$ cat src/rtl/dr_pkg.sv
// rtl/dr_pkg.sv - shared encodings and helpers for the data assembly register
//
// Purpose: direct-op select encodings, FSM state type and the helper that
//          locates the sign bit of a partially loaded value.
// Ports:   none (package).

package dr_pkg;

    localparam logic [1:0] OP_SEXT = 2'b00;
    localparam logic [1:0] OP_ZEXT = 2'b01;
    localparam logic [1:0] OP_SHL  = 2'b10;
    localparam logic [1:0] OP_SHR  = 2'b11;

    typedef enum logic [0:0] {
        IDLE = 1'b0,
        LOAD = 1'b1
    } dr_state_e;

    // A value of (size+1) beats has its sign in the top bit of the last beat.
    function automatic int sign_bit_idx(input int size, input int beat_w);
        return (size + 1) * beat_w - 1;
    endfunction

endpackage

$ cat src/rtl/dr_extend.sv
// rtl/dr_extend.sv - sign/zero extension of a (size+1)-beat value to full width
//
// Purpose: keeps the low (size_i+1)*BEAT_W bits of val_i and fills everything
//          above with either the sign bit (signed_i=1) or zeros.
// Ports:
//   val_i     in  DATA_W  assembled value (bits above the valid part ignored)
//   size_i    in  SZ_W    number of valid beats minus 1
//   signed_i  in  1       1 = sign-extend, 0 = zero-extend
//   ext_o     out DATA_W  extended word

module dr_extend
    import dr_pkg::*;
#(
    parameter int DATA_W = 32,
    parameter int BEAT_W = 8,
    parameter int SZ_W   = 2
) (
    input  logic [DATA_W-1:0] val_i,
    input  logic [SZ_W-1:0]   size_i,
    input  logic              signed_i,
    output logic [DATA_W-1:0] ext_o
);

    localparam int NBEATS = DATA_W / BEAT_W;

    int   top_idx;
    logic sign_bit;
    logic fill;

    always_comb begin
        top_idx  = sign_bit_idx(int'(size_i), BEAT_W);
        // Pick the sign bit with constant indices per beat so the select
        // stays a small mux rather than a variable bit-select.
        sign_bit = 1'b0;
        for (int b = 0; b < NBEATS; b++) begin
            if (size_i == SZ_W'(b)) begin
                sign_bit = val_i[b*BEAT_W + BEAT_W - 1];
            end
        end
        fill  = signed_i & sign_bit;
        ext_o = '0;
        for (int i = 0; i < DATA_W; i++) begin
            ext_o[i] = (i <= top_idx) ? val_i[i] : fill;
        end
    end

endmodule

$ cat src/rtl/data_assembly_register.sv
// rtl/data_assembly_register.sv - DATA_W operand register with direct ops and multi-beat loader
//
// Purpose: holds the datapath operand. Loaded either by one-cycle direct ops
//          on op_in or by a sequencer that collects 1..NBEATS memory beats,
//          assembles them little/big-endian and extends them into dr_out.
// Ports:
//   clk, rst     in   clock, synchronous active-high reset
//   op_en        in   direct-op enable (IDLE only)
//   op_sel       in   direct-op select (OP_SEXT/OP_ZEXT/OP_SHL/OP_SHR)
//   op_in        in   direct-op data, BEAT_W
//   start        in   begin multi-beat load (IDLE only, wins over op_en)
//   size         in   beats to load minus 1
//   signed_ld    in   1 = sign-extend the loaded value
//   big_endian   in   1 = first beat is most significant
//   abort        in   cancel a load in progress
//   beat_valid   in   memory beat available
//   beat_data    in   memory beat, BEAT_W
//   beat_ready   out  block accepts beats (LOAD)
//   busy         out  load in progress (LOAD)
//   done         out  one-cycle pulse after the final beat
//   dr_out       out  register contents, DATA_W

module data_assembly_register
    import dr_pkg::*;
#(
    parameter int DATA_W = 32,
    parameter int BEAT_W = 8,
    localparam int NBEATS = DATA_W / BEAT_W,
    localparam int SZ_W   = $clog2(NBEATS)
) (
    input  logic              clk,
    input  logic              rst,
    input  logic              op_en,
    input  logic [1:0]        op_sel,
    input  logic [BEAT_W-1:0] op_in,
    input  logic              start,
    input  logic [SZ_W-1:0]   size,
    input  logic              signed_ld,
    input  logic              big_endian,
    input  logic              abort,
    input  logic              beat_valid,
    input  logic [BEAT_W-1:0] beat_data,
    output logic              beat_ready,
    output logic              busy,
    output logic              done,
    output logic [DATA_W-1:0] dr_out
);

    dr_state_e         state_q, state_d;
    logic [DATA_W-1:0] dr_q, dr_d;
    logic [DATA_W-1:0] acc_q, acc_d;
    logic [SZ_W-1:0]   cnt_q, cnt_d;
    logic [SZ_W-1:0]   size_q, size_d;
    logic              signed_q, signed_d;
    logic              be_q, be_d;
    logic              done_q, done_d;

    logic [DATA_W-1:0] acc_next;
    logic [DATA_W-1:0] ld_ext;
    logic [DATA_W-1:0] op_ext;
    logic              beat_hs;

    assign beat_ready = (state_q == LOAD);
    assign busy       = (state_q == LOAD);
    assign done       = done_q;
    assign dr_out     = dr_q;
    assign beat_hs    = beat_ready & beat_valid;

    // Accumulator including the beat on the bus this cycle, so the final
    // beat can be extended straight into dr_out at the same edge.
    always_comb begin
        acc_next = acc_q;
        if (be_q) begin
            acc_next = {acc_q[DATA_W-BEAT_W-1:0], beat_data};
        end else begin
            for (int b = 0; b < NBEATS; b++) begin
                if (cnt_q == SZ_W'(b)) begin
                    acc_next[b*BEAT_W +: BEAT_W] = beat_data;
                end
            end
        end
    end

    dr_extend #(
        .DATA_W (DATA_W),
        .BEAT_W (BEAT_W),
        .SZ_W   (SZ_W)
    ) u_ld_ext (
        .val_i    (acc_next),
        .size_i   (size_q),
        .signed_i (signed_q),
        .ext_o    (ld_ext)
    );

    // Direct sign/zero-extend is the one-beat case of the load extender.
    dr_extend #(
        .DATA_W (DATA_W),
        .BEAT_W (BEAT_W),
        .SZ_W   (SZ_W)
    ) u_op_ext (
        .val_i    (DATA_W'(op_in)),
        .size_i   ('0),
        .signed_i (op_sel == OP_SEXT),
        .ext_o    (op_ext)
    );

    always_comb begin
        state_d  = state_q;
        dr_d     = dr_q;
        acc_d    = acc_q;
        cnt_d    = cnt_q;
        size_d   = size_q;
        signed_d = signed_q;
        be_d     = be_q;
        done_d   = 1'b0;

        case (state_q)
            IDLE: begin
                if (start) begin
                    size_d   = size;
                    signed_d = signed_ld;
                    be_d     = big_endian;
                    acc_d    = '0;
                    cnt_d    = '0;
                    state_d  = LOAD;
                end else if (op_en) begin
                    case (op_sel)
                        OP_SEXT, OP_ZEXT: dr_d = op_ext;
                        OP_SHL:           dr_d = {dr_q[DATA_W-BEAT_W-1:0], op_in};
                        OP_SHR:           dr_d = {op_in, dr_q[DATA_W-1:BEAT_W]};
                        default:          dr_d = dr_q;
                    endcase
                end
            end
            LOAD: begin
                // abort beats a coincident final beat: nothing is committed.
                if (abort) begin
                    state_d = IDLE;
                end else if (beat_hs) begin
                    acc_d = acc_next;
                    cnt_d = cnt_q + 1'b1;
                    if (cnt_q == size_q) begin
                        dr_d    = ld_ext;
                        done_d  = 1'b1;
                        state_d = IDLE;
                    end
                end
            end
            default: state_d = IDLE;
        endcase
    end

    always_ff @(posedge clk) begin
        if (rst) begin
            state_q  <= IDLE;
            dr_q     <= '0;
            acc_q    <= '0;
            cnt_q    <= '0;
            size_q   <= '0;
            signed_q <= 1'b0;
            be_q     <= 1'b0;
            done_q   <= 1'b0;
        end else begin
            state_q  <= state_d;
            dr_q     <= dr_d;
            acc_q    <= acc_d;
            cnt_q    <= cnt_d;
            size_q   <= size_d;
            signed_q <= signed_d;
            be_q     <= be_d;
            done_q   <= done_d;
        end
    end

endmodule

$ cat config.mk
export PLATFORM = sky130hd
export DESIGN_NAME = data_assembly_register
export DESIGN_NICKNAME = d
export VERILOG_FILES = /design/src/rtl/dr_pkg.sv /design/src/rtl/dr_extend.sv /design/src/rtl/data_assembly_register.sv
export SDC_FILE = /design/constraint.sdc
export NUM_CORES = 1
export LEC_CHECK = 0
export BUFFER_PORTS_ARGS = -buffer_cell sky130_fd_sc_hd__buf_2
export CORE_MARGIN = 4
export CORE_UTILIZATION = 54
export CTS_CLUSTER_DIAMETER = 40
export CTS_CLUSTER_SIZE = 40
export DETAILED_ROUTE_END_ITERATION = 10
export PLACE_DENSITY_LB_ADDON = 0.05
export SLEW_MARGIN = 40
export SYNTH_ARGS = -nofsm -noshare
export SYNTH_HDL_FRONTEND = slang
export SYNTH_HIERARCHICAL = 1
export SYNTH_SLANG_ARGS = --single-unit
$ cat constraint.sdc
create_clock -name clk -period 5.02 [get_ports clk]
set_clock_uncertainty 0.15 [all_clocks]
set_input_delay 0.753 -clock clk [delete_from_list [all_inputs] [get_ports clk]]
set_output_delay 0.753 -clock clk [all_outputs]
set_load 0.005 [all_outputs]
==> metrics.yaml, run 1 <==
floorplan:
  dieHeight_um: 106
  start_util_pct: 55.9
  io_pins: 63
  die_w_um: 106
  rows: 35
  die_area_sq_mm: 0.0113
  core_sq_mm: 0.00933
placed_design:
  routabilityCongestion: 0.818
  dpl.hpwl_mm: 10.5
  io_buffers: 62
  dp_worst_setup_slack_ns: 1.47
yosys:
  synthArstFlopShare_pct: 0
  synth_warnings: 6
  synth_top_area_share_pct: 27.6
  yosys.area.top_type: "dfxtp_1"
  synth_area_leaders: "dfxtp_1 28%, mux2i_1 12%, a211oi_2 7.0%"
  synth_enable_flop_cells: 0
  ys_seq_area_share_pct: 27.6
  avgSynthCellArea_sq_um: 8.02
  synth_cell_types: 34
  netlist_area_sq_mm: 0.00522
  syn_inst: 651
  synth_seq_cells: 72
  ys.flop_type: "dfxtp_1"
cts:
  cts_setup_buffers: 0
  clkLatencyLatePin_ns: 0.36
  clk_pin_slew_ns: 0.08
  post_cts_resize_count: 0
  cts_buffers: 9
  clockBufferDepth: 2
  ctsHoldBuffers: 0
  clock-root-buffer: "clkbuf_8"
  htree_levels: 3
  cts_num_sinks: 72
  cts_tree: "done"
min_path:
  holdCritStartpoint: "acc_q[26]"
  hp-class: "flop to flop"
  whs_path_depth: 2
  min_to: "acc_q[26]"
timing:
  fmaxAchievable_mhz: 280
  final_hold_viol_count: 0
  maxSlewHeadroom_pct: 48.7
  final.setup.tns_ns: 0
  tightestPinTransition_ns: 0.770
  layout_min_cycle_time_ns: 3.57
  fin_crit_sh_pct: 71.0
  setup_violations: 0
  worst_slack_ns: 1.45
  rsz0062_at_grt: "no"
  hold_slack_ns: 0.322
  final_max_slew_viol_count: 0
setup_path:
  worstRegToRegCells: 10
  setup.worst_path.start_class: "flop"
  worst-setup-path-type: "flop to flop"
  cp.arrival_ns: 3.64
  cp_max_fo: 18
  timing.rr.end: "dr_out[17]"
  worstReg2RegStart: "cnt_q[0]"
  crit_path_end_kind: "flop"
  cp.required_ns: 5.10
  r2r_setup_slack_ns: 1.45
detailed_routing:
  wirelength_mm: 15.1
  drc: 0
  drtIter0Drc: 406
  vias: 4982
  viasPerCell: 6.00
  wl_per_cell_um: 18.2
  ant_nets: 0
  firstDrtPassIters: 7
global_routing:
  grt_start_max_net_pins: 51
  grt_usage_pct: 26.7
  antenna_found_initial: 0
  grt_first_pass_wirelength_mm: 24.2
  globalRoute.totalOverflow: 0
  first_global_vias: 4574
finish:
  layout-drive-gt1-share_pct: 19.9
  diodes: 0
  area_delta_synth_final_pct: 11.4
  final_nets: 741
flow_run:
  cap_violations: 0
power_and_ir_drop:
  p_per_area_mw_per_mm2: 267
  static-leakage-power_nw: 2.12
  ir_drop_uv: 149
outcome:
  status: "completed"
[layout by cell type, fill, tap and decap left out, drive strengths merged]
cell	Yosys	layout
nand2	82	82
nor2	82	82
buf	35	77
dfxtp	72	72
mux2i	60	60
o31ai	46	46
o21ai	42	42
conb	1	36
a211oi	33	33
a221oi	31	31
nand3	28	28
a21oi	28	28
ha	16	16
clkbuf	42	10
mux2	9	9
inv	8	9
a22oi	8	8
nand2b	4	4
xor2	4	4
o41ai	4	4
and3b	3	3
bufinv	0	3
clkinv	2	3
xnor2	2	2
or2	2	2
a2111oi	2	2
nand3b	2	2
o311ai	2	2
a32o	1	1
clkinvlp	0	1
[worst max path at each step]
stage / slack [ns] / cells past startpoint / to / start
6_report: 1.45 / 10 / dr_out[17] / cnt_q[0]
5_1_grt: 1.20 / 10 / dr_out[17] / cnt_q[0]
4_1_cts: 1.46 / 10 / dr_out[17] / cnt_q[0]
3_5_place_dp: 1.47 / 10 / dr_out[17] / cnt_q[0]
3_3_place_gp: 1.59 / 10 / dr_out[25] / cnt_q[0]
2_1_floorplan: 2.03 / 10 / dr_out[10] / cnt_q[0]
[synth_stat cells, drive strengths merged (9+ instances only)]
master  count
a211oi     33
nand3      28
mux2        9
clkbuf     42
dfxtp      72
ha         16
mux2i      60
a21oi      28
buf        35
o21ai      42
nand2      82
o31ai      46
nor2       82
a221oi     31
[power breakdown]
group	internal, mW	switching [mW]
registers	0.597	0.0284
clock network	0.333	0.243
logic	0.128	0.221
[metrics by stage]
stage | power, mW | cells | util [%] | cell area, sq um
6_report | 1.55 | 831 | 62.3 | 5810
3_5_place_dp | 0.976 | 815 | 59.5 | 5550
2_1_floorplan | 0.892 | 686 | - | 5350
4_1_cts | 1.54 | 831 | 62.1 | 5790
3_3_place_gp | 0.969 | 814 | 59.4 | 5540
5_1_grt | 1.62 | 831 | 62.3 | 5810
[metal layers]
| layer | routed length (um) | global-route usage [%] |
|---|---|---|
| met1 | 6640 | 35.5 |
| met2 | 7460 | 46.1 |
| met3 | 887 | 3.89 |
| met4 | 165 | 5.46 |
| met5 | 0 | 0 |
[state kept, by name (all words and copies together), names as in the netlist]
signal and count:
acc_q 32, be_q 1, beat_ready 1, cnt_q 2, done 1, dr_out 32, signed_q 1, size_q 2
[critical path, stage by stage (launching register included)]
cell       delay (ns)
dfxtp_1          0.42
inv_1            0.10
ha_1             0.21
nor2_2           0.40
mux2_2           0.41
and3b_1          0.20
a2111oi_4        0.54
buf_4            0.33
o31ai_1          0.14
a221oi_1         0.40
a211oi_2         0.12
[layout make-up]
type,instances,area [sq um]
repair buffers,77,423
flip-flops and latches,72,1440
clock inverters,6,115
inverters,10,37.5
fillers,867,3510
multi-input cells,527,3510
clock buffers,10,128
well taps,129,161
[cells by family after synthesis]
logic type | count (synthesis) | share of synthesized area (%)
simple gates | 203 | 16.1
compound gates | 197 | 29.8
buf+inv | 87 | 8.15
flops | 72 | 27.6
mux | 69 | 13.5
fa+ha+maj | 16 | 3.84
xor+xnor | 6 | 1.01
other cells | 1 | 0.0719
No activity file was read; power rests on OpenSTA's default activity.
==> run 2: changes to the inputs <==
clock period = 3.6 ns   (was 5.02 ns; I/O delays follow)
==> run 2 against run 1 <==
Net effect: total power up 31%; maximum frequency rose by 18%; final area shrank 0.32%; clock-buffer cell count fell by 1; global-route usage rose by 0.39 points; worst setup slack worse by 0.88 ns; critical path depth is 2 lower; combinational power increased by 40%; non-clock buffer count up 3; critical endpoint is now dr_out[23]; sequential cell count is the same; sequential power up 40%; die area did not move; largest cell class unchanged.
==> metrics.yaml, run 2 (synthesis gave the netlist of run 1 again) <==
outcome:
  status: "completed"
floorplan:
  io_pins: 63  # unchanged
  rows: 35  # unchanged
  start_util_pct: 55.9  # unchanged
  die_w_um: 106  # unchanged
  dieHeight_um: 106  # unchanged
  die_area_sq_mm: 0.0113  # unchanged
  core_sq_mm: 0.00933  # unchanged
finish:
  mostFrequentLayoutCell: "nand2_1"
  fin_cells: 834  # +0.36%
  layout-drive-gt1-share_pct: 20.4  # +0.48 points
  area_delta_synth_final_pct: 11.0
  final_cell_mix: "82 x nand2_1, 80 x nor2_1, 72 x dfxtp_1"
  final_nets: 744  # +0.40%
  final_core_util_pct: 62.1  # -0.20 points
  diodes: 0  # unchanged
  nFillCells: 857  # -1.2%
setup_path:
  timing.rr.end: "dr_out[23]"
  worstReg2RegStart: "cnt_q[0]"
  worstRegToRegCells: 8  # -2
  setup.worst_path.start_class: "flop"
  worst-setup-path-type: "flop to flop"
  cp.required_ns: 3.74  # -1.36 ns
  cp.arrival_ns: 3.17  # -0.47 ns
  r2r_setup_slack_ns: 0.57  # -0.88 ns
  crit_start: "cnt_q[0]"
  cp_max_fo: 25  # +7
  crit_path_end_kind: "flop"
timing:
  final.setup.tns_ns: 0  # unchanged
  final_max_slew_viol_count: 0  # unchanged
  final_hold_viol_count: 0  # unchanged
  tightestPinTransition_ns: 0.643  # -0.127 ns
  layout_min_cycle_time_ns: 3.03  # -0.535 ns
  rsz0062_at_grt: "no"
  maxSlewHeadroom_pct: 56.9  # +8.2 points
  worst_slack_ns: 0.570  # -0.885 ns
  fmaxAchievable_mhz: 330  # +18%
  fin_crit_sh_pct: 84.2  # +13 points
  setup_violations: 0  # unchanged
placed_design:
  io_buffers: 62  # unchanged
  dp.cells: 818  # +0.37%
  routabilityCongestion: 0.819  # +0.12%
  dpl.hpwl_mm: 10.6  # +0.64%
  dp_worst_setup_slack_ns: 0.589  # -0.884 ns
cts:
  clkLatencyLatePin_ns: 0.36  # about the same
  clk_pin_slew_ns: 0.08  # about the same
  post_cts_resize_count: 0  # unchanged
  htree_levels: 3  # unchanged
  ctsHoldBuffers: 0  # unchanged
  clockBufferDepth: 2  # unchanged
  cts_tree: "done"
  clock-root-buffer: "clkbuf_8"
  cts_num_sinks: 72  # unchanged
  cts_setup_buffers: 0  # unchanged
  cts_buffers: 9  # unchanged
detailed_routing:
  ant_nets: 0  # unchanged
  drc: 0  # unchanged
  wirelength_mm: 15.3  # +0.83%
  drtIter0Drc: 386  # -4.9%
  firstDrtPassIters: 5  # -2
  viasPerCell: 6.00  # about the same
  vias: 5004  # +0.44%
  wl_per_cell_um: 18.3  # +0.47%
flow_run:
  cap_violations: 0  # unchanged
power_and_ir_drop:
  static-leakage-power_nw: 2.13  # +0.42%
  p_per_area_mw_per_mm2: 350  # +31%
  ir_drop_uv: 191  # +28%
min_path:
  min_to: "size_q[0]"
  whs_path_depth: 3  # +1
  hp-class: "input pin to flop"
  holdCritStartpoint: "size[0]"
global_routing:
  globalRoute.totalOverflow: 0  # unchanged
  antenna_found_initial: 0  # unchanged
  grt_usage_pct: 27.1  # +0.39 points
  first_global_vias: 4653  # +1.7%
  grt_first_pass_wirelength_mm: 24.7  # +1.8%
  grt_start_max_net_pins: 50  # -2.0%
run 2: cell count changes in the layout (fill, tap and decap cells not counted), moves of 2 or more:
cell and delta:
buf_12 +2, bufinv_16 -2, buf_4 +2, clkinv_2 +3
run 2: worst max-delay path by stage:
stage | slack, ns | depth (start not counted) | end
3_3_place_gp | 0.71 | 9 | dr_out[23]
4_1_cts | 0.56 | 8 | dr_out[23]
5_1_grt | 0.39 | 8 | dr_out[23]
6_report | 0.57 | 8 | dr_out[23]
2_1_floorplan | 0.61 | 10 | dr_out[10]
3_5_place_dp | 0.59 | 8 | dr_out[23]
run 2: final cells by class:
cell class / instances / area, sq um / area share [%]
tap: 129 / 161 / 2.79
clock inverter: 7 / 70.1 / 1.21
inverter: 10 / 37.5 / 0.648
sequential: 72 / 1440 / 24.9
multi-input combinational: 527 / 3490 / 60.2
clock buffer: 9 / 124 / 2.14
timing repair buffer: 80 / 473 / 8.16
run 2: through the flow:
stage | instance area (sq um) | hold WS (ns) | power [mW]
6_report | 5790 | 0.260 | 2.03
5_1_grt | 5790 | 0.267 | 2.11
4_1_cts | 5790 | 0.254 | 2.02
3_5_place_dp | 5600 | 0.312 | 1.37
3_3_place_gp | 5600 | 0.304 | 1.36
2_1_floorplan | 5350 | 0.297 | 1.24
run 2: critical path, stage by stage (launching register included):
cell       delay (ns)
dfxtp_1          0.43
ha_1             0.51
mux2i_1          0.14
o21ai_0          0.45
a2111oi_4        0.15
buf_4            0.26
o41ai_1          0.46
a221oi_1         0.18
a211oi_2         0.24
run 2: power by group:
group / leakage, nW / switching [mW] / internal [mW]
clock network: 0.0994 / 0.345 / 0.320
logic: 1.45 / 0.308 / 0.180
registers: 0.587 / 0.0433 / 0.832
total: 2.13 / 0.697 / 1.33
run 2: metal layers:
layer  wire, um  share of wire [%]  GRT usage, %  up-vias
met5          0                  0             0        -
met4        318                2.1          8.97        0
met3        933                6.1          4.55       21
met2       7290                 48          44.2      169
met1       6740                 44          36.5     2399
li1           -                  -             -     2415
